### src/rtl/pointwise_ctrl_pkg.sv
`default_nettype none
// ==========================================================================
// pointwise_ctrl_pkg: shared types and constants for the affine controller
// Rev 1.0
// ==========================================================================
package pointwise_ctrl_pkg;

  localparam int CTRL_W_DEFAULT = 16;
  localparam int NDIM           = 3;

  typedef enum logic [1:0] {
    IDLE  = 2'd0,
    DELAY = 2'd1,
    RUN   = 2'd2,
    DONE  = 2'd3
  } ctrl_state_t;

  function automatic longint total_iters(input longint e0, input longint e1, input longint e2);
    return e0 * e1 * e2;
  endfunction

endpackage
`default_nettype wire

### src/rtl/pointwise_loop_counter.sv
`default_nettype none
// ==========================================================================
// pointwise_loop_counter: one wrapping loop index with terminal-count flag
// Rev 1.0
// ==========================================================================
module pointwise_loop_counter
  import pointwise_ctrl_pkg::*;
#(
  parameter int CTRL_W = CTRL_W_DEFAULT
) (
  input  logic              clk,
  input  logic              rst_n,
  input  logic              clr,
  input  logic              inc,
  input  logic [CTRL_W:0]   extent,
  output logic [CTRL_W-1:0] idx,
  output logic              last
);

  // Extent carries one extra bit so that a full 2^CTRL_W range is expressible
  assign last = ({1'b0, idx} == (extent - 1'b1));

  always_ff @(posedge clk) begin
    if (!rst_n) begin
      idx <= '0;
    end else if (clr) begin
      idx <= '0;
    end else if (inc) begin
      idx <= last ? '0 : idx + 1'b1;
    end
  end

endmodule
`default_nettype wire

### src/rtl/pointwise_affine_ctrl.sv
`default_nettype none
// ==========================================================================
// pointwise_affine_ctrl: 3-deep affine loop-nest write controller (wen/ctrl_vars)
// Rev 1.0
// ==========================================================================
module pointwise_affine_ctrl
  import pointwise_ctrl_pkg::*;
#(
  parameter int CTRL_W      = CTRL_W_DEFAULT,
  parameter int EXT0        = 1,
  parameter int EXT1        = 64,
  parameter int EXT2        = 64,
  parameter int II          = 1,
  parameter int START_DELAY = 0
) (
  input  logic              clk,
  input  logic              rst_n,
  input  logic              flush,
  input  logic              en,
  output logic              wen,
  output logic [CTRL_W-1:0] ctrl_vars [NDIM-1:0],
  output logic              done
);

  localparam int            DLY_W   = 16;
  localparam longint        MAX_EXT = longint'(1) << CTRL_W;
  localparam logic [DLY_W-1:0] SD_M1 = DLY_W'((START_DELAY > 0) ? START_DELAY - 1 : 0);
  localparam logic [7:0]    II_M1   = 8'(II - 1);

  if (EXT0 < 1 || longint'(EXT0) > MAX_EXT || EXT1 < 1 || longint'(EXT1) > MAX_EXT ||
      EXT2 < 1 || longint'(EXT2) > MAX_EXT || II < 1 || II > 255 ||
      START_DELAY < 0 || START_DELAY > 65535) begin : g_param_check
    $error("pointwise_affine_ctrl: parameter out of range");
  end

  ctrl_state_t       state, state_n;
  logic [DLY_W-1:0]  delay_cnt, delay_n;
  logic [7:0]        ii_cnt, ii_n;
  logic              wen_n, done_n, issue, last_iter;
  logic [CTRL_W-1:0] idx    [NDIM-1:0];
  logic [CTRL_W-1:0] vars_n [NDIM-1:0];
  logic              inc_v  [NDIM-1:0];
  logic              last_v [NDIM-1:0];

  assign issue     = (state == RUN) && en && !flush && (ii_cnt == '0);
  // Carry out of the outermost counter means every dimension is at its last value
  assign last_iter = inc_v[0] & last_v[0];

  for (genvar d = 0; d < NDIM; d++) begin : g_dim
    localparam int              E     = (d == 0) ? EXT0 : (d == 1) ? EXT1 : EXT2;
    localparam logic [CTRL_W:0] EXT_L = (CTRL_W + 1)'(E);

    if (d == NDIM - 1) begin : g_inner
      assign inc_v[d] = issue;
    end else begin : g_outer
      assign inc_v[d] = inc_v[d+1] & last_v[d+1];
    end

    pointwise_loop_counter #(.CTRL_W(CTRL_W)) u_cnt (
      .clk    (clk),
      .rst_n  (rst_n),
      .clr    (flush),
      .inc    (inc_v[d]),
      .extent (EXT_L),
      .idx    (idx[d]),
      .last   (last_v[d])
    );
  end

  always_comb begin
    state_n = state;
    delay_n = delay_cnt;
    ii_n    = ii_cnt;
    wen_n   = 1'b0;
    done_n  = done;
    vars_n  = ctrl_vars;
    if (flush) begin
      state_n = (START_DELAY == 0) ? RUN : DELAY;
      delay_n = '0;
      ii_n    = '0;
      done_n  = 1'b0;
    end else begin
      case (state)
        IDLE: done_n = 1'b0;
        DELAY: begin
          delay_n = delay_cnt + 1'b1;
          if (delay_cnt == SD_M1) state_n = RUN;
        end
        RUN: begin
          if (en) begin
            ii_n = (ii_cnt == II_M1) ? '0 : ii_cnt + 1'b1;
            if (issue) begin
              wen_n  = 1'b1;
              vars_n = idx;
              if (last_iter) state_n = DONE;
            end
          end
        end
        DONE: done_n = 1'b1;
        default: state_n = IDLE;
      endcase
    end
  end

  always_ff @(posedge clk) begin
    if (!rst_n) begin
      state     <= IDLE;
      delay_cnt <= '0;
      ii_cnt    <= '0;
      wen       <= 1'b0;
      done      <= 1'b0;
      ctrl_vars <= '{default: '0};
    end else begin
      state     <= state_n;
      delay_cnt <= delay_n;
      ii_cnt    <= ii_n;
      wen       <= wen_n;
      done      <= done_n;
      ctrl_vars <= vars_n;
    end
  end

endmodule
`default_nettype wire

### config.mk
export PLATFORM = sky130hd
export DESIGN_NAME = pointwise_affine_ctrl
export DESIGN_NICKNAME = d
export VERILOG_FILES = /design/src/rtl/pointwise_ctrl_pkg.sv /design/src/rtl/pointwise_loop_counter.sv /design/src/rtl/pointwise_affine_ctrl.sv
export SDC_FILE = /design/constraint.sdc
export NUM_CORES = 1
export LEC_CHECK = 0
export BUFFER_PORTS_ARGS = -buffer_cell sky130_fd_sc_hd__buf_2
export CORE_MARGIN = 2
export CORE_UTILIZATION = 30
export DETAILED_ROUTE_END_ITERATION = 6
export SLEW_MARGIN = 40
export SYNTH_ARGS = -nofsm -noshare
export SYNTH_HDL_FRONTEND = slang
export SYNTH_HIERARCHICAL = 1
export SYNTH_SLANG_ARGS = --single-unit
### constraint.sdc
create_clock -name clk -period 4 [get_ports clk]
set_clock_uncertainty 0.15 [all_clocks]
set_input_delay 0.8 -clock clk [delete_from_list [all_inputs] [get_ports clk]]
set_output_delay 0.8 -clock clk [all_outputs]
set_load 0.01 [all_outputs]
==> run metrics <==
Iter 0 DRT Violations=319; layout cell share with drive strength beyond 1=0.129; average cell area after synthesis=8.17 um^2; die width=158 um; Critical Path RT=4160 ps; Clk Latency, worst-skew pair=430 ps; antenna violations before repair=0; total CTS buffers=17; Total Nets Final=1184; Seq. cell area=0.00248 mm^2; Netlist cell types=53; Routed Antenna Nets=0; Port Buffers=53; Sw Ratio=0.252; Logic pwr share=0.061; Final Hold Viols=0; HP Class=reg -> reg; row count=56; CP Launch Type=flip-flop; 1st-pass router iterations=4; largest net degree at the start of global routing=55; I/O pin count=54; vias after detailed routing=6418; Max Slew Vio Count=0; postcts setup bufs=0; TNS Setup=0 ps; max_slew headroom=0.511; root buf cell=clkbuf_16; Reg power frac=0.403; Fill cells=2417; register area share after synthesis=0.347; actual slew at the worst max-slew pin=733 ps; Yosys reg bits=124; XOR/XNOR Fraction of Synth Area=0.128; die height=158 um; # DRC=0; global-route wire length before repair=28400 um; number of global-route vias before repair=5902; Power Density=331 mW/mm^2; DP HPWL=12100 um; Period minus WS final=3690 ps; crit path max fanout=6; Peak VDD IR=0.252 mV; post-synthesis mux area share=0.00280; Synth-to-Final Area Change=29.8%; clock network fraction of total power=0.537; area of the core=0.0235 mm^2; run status=complete, no violations; Setup WS post-layout=307 ps; Adder-Cell Fraction of Synth Area=0.0227; Max Cap Viol=0; DR WL/cell=11.1 um; Crit Path Class=reg -> reg; Post-synth EDFFs=0; Synth Warn #=6; Clock Path Buffers=2; dominant synthesized flop cell=dfxtp_1; Final Power=0.00308 W; async set or reset register ratio after synthesis=0; CTS tree=done; RSZ-0062 raised after global routing=false; # clock sinks=124; Simple-Gate Fraction of Synth Area=0.332; gr ovfl total=0; final WL=16700 um; Worst setup EP type=flip-flop; Syn Inst Count=876; Clock Pin Slew Worst Setup and Hold Paths=60 ps; multi-input logic area=0.00530 mm^2; placer's final routability congestion estimate=0.797; initial core utilization=0.305; largest family of logic cells by synthesized area=simple AND/OR/NAND/NOR gates; # setup viols final=0; Lkg Pwr=3.83 nW; P_sw=0.000776 W; Arrival @ worst endpoint=3850 ps; fmax=0.271 GHz; synthesized area=0.00716 mm^2; Via density=4.28; Power Internal=0.00230 W; Die Footprint=0.0251 mm^2; H-tree lvl count=4; Global Route Usage Sum=0.141; Tcrit/Tclk final=0.923; Synth Area in Compound Gates=0.121; Placement Setup Slack=329 ps; Ant. Diodes=0
worst paths after layout:
| path | slack (ps) | end | cells after the start | startpoint |
|---|---|---|---|---|
| setup / recovery | 310 | g_dim[0].u_cnt/idx[14]$_SDFFE_PP0P_ | 14 | g_dim[2].u_cnt/idx[2]$_SDFFE_PP0P_ |
| hold / removal | 300 | ctrl_vars[5]$_SDFFE_PN0P_ | 2 | ctrl_vars[5]$_SDFFE_PN0P_ |
| setup reg to reg | 310 | g_dim[0].u_cnt/idx[14]$_SDFFE_PP0P_ | 14 | g_dim[2].u_cnt/idx[2]$_SDFFE_PP0P_ |
| hold reg to reg | 300 | ctrl_vars[5]$_SDFFE_PN0P_ | 2 | ctrl_vars[5]$_SDFFE_PN0P_ |
critical path, stage by stage (launching register included):
cell and delay [ps]:
dfxtp_1 320, nor4bb_1 290, o211ai_1 120, a311oi_1 220, o2111ai_1 130, or4_1 680
inv_1 140, and3_1 290, and3_1 230, and3_1 230, and4_1 250, and3_1 230
nand3_1 100, xor2_1 170, nor2_2 40
through the flow:
step | hold WS (ps) | utilization | area [um^2] | cells
final | 304 | 0.396 | 9290 | 1499
after global routing | 325 | 0.396 | 9290 | 1499
after CTS | 308 | 0.395 | 9270 | 1499
after detailed placement | 294 | 0.368 | 8650 | 1467
after global placement | 290 | 0.368 | 8650 | 1467
after floorplan | 286 | - | 8090 | 1123
layout by cell type (no fill, tap or decap), types with 17 or more instances in the layout:
cell type,count
buf_2,52
nand3_1,74
inv_1,34
a21oi_1,22
dfxtp_1,124
nor2_1,54
nor2_2,30
xor2_1,60
nand4_1,25
o21ai_0,57
clkbuf_16,17
and3_1,17
xnor2_1,45
conb_1,249
nand2_1,86
power by group through the flow:
| stage | Sequential (W) | Combinational, W | Clock (W) |
|---|---|---|---|
| 2_1_floorplan | 0.00127 | 0.000156 | 0 |
| 3_3_place_gp | 0.00127 | 0.000176 | 0 |
| 3_5_place_dp | 0.00127 | 0.000177 | 0 |
| 4_1_cts | 0.00124 | 0.000177 | 0.00168 |
| 5_1_grt | 0.00124 | 0.000218 | 0.00174 |
| 6_report | 0.00124 | 0.000186 | 0.00165 |
layer usage:
| layer | track usage | wire length [um] |
|---|---|---|
| met5 | 0 | 0 |
| met1 | 0.188 | 8430 |
| met2 | 0.227 | 7580 |
| met3 | 0.0318 | 521 |
| met4 | 0.0425 | 147 |
logic make-up (layout without fill, tap and decap cells):
family / count (synthesis) / count (layout)
other cells: 2 / 249
buf+inv: 74 / 131
compound gates: 135 / 135
flops: 124 / 124
xor+xnor: 105 / 105
fa+ha+maj: 13 / 13
mux: 2 / 2
simple gates: 421 / 421
layout make-up:
cell class | instances | share of cell area
multi-input combinational | 925 | 0.570
tap | 319 | 0.0430
sequential | 124 | 0.267
clock inverter | 15 | 0.0214
inverter | 34 | 0.0137
clock buffer | 17 | 0.0458
timing repair buffer | 65 | 0.0385
flip-flops by register name, indices dropped and copies added, names as in the netlist:
register,flops
ctrl_vars,48
g_dim.u_cnt/idx,48
delay_cnt,16
ii_cnt,8
state,2
done,1
wen,1
cell usage after synthesis (7+ instances only):
cell type | count | share of area
and3_1 | 17 | 0.015
nand4_1 | 25 | 0.022
a211oi_1 | 7 | 0.0073
nor2b_1 | 16 | 0.014
nand3_1 | 74 | 0.052
nand2_1 | 86 | 0.045
or3_1 | 11 | 0.0096
ha_1 | 13 | 0.023
nand4b_1 | 7 | 0.0086
dfxtp_1 | 124 | 0.35
nor3_1 | 11 | 0.0077
inv_1 | 34 | 0.018
nor2_2 | 30 | 0.026
nor2_1 | 54 | 0.028
nor4_1 | 17 | 0.015
xnor2_1 | 45 | 0.055
xor2_1 | 60 | 0.073
clkbuf_1 | 29 | 0.015
or4_1 | 16 | 0.017
o21ai_0 | 57 | 0.040
nand3b_1 | 12 | 0.013
buf_2 | 8 | 0.0056
a21oi_1 | 22 | 0.015
repair_timing:
item / CTS / global route
endpoints found under the setup margin: 0 / 3
hold buffers: 0 / 0
endpoints found under the hold margin: 0 / 0
resized for setup: 0 / 1
Note: power is estimated with default switching activity, not from simulation.
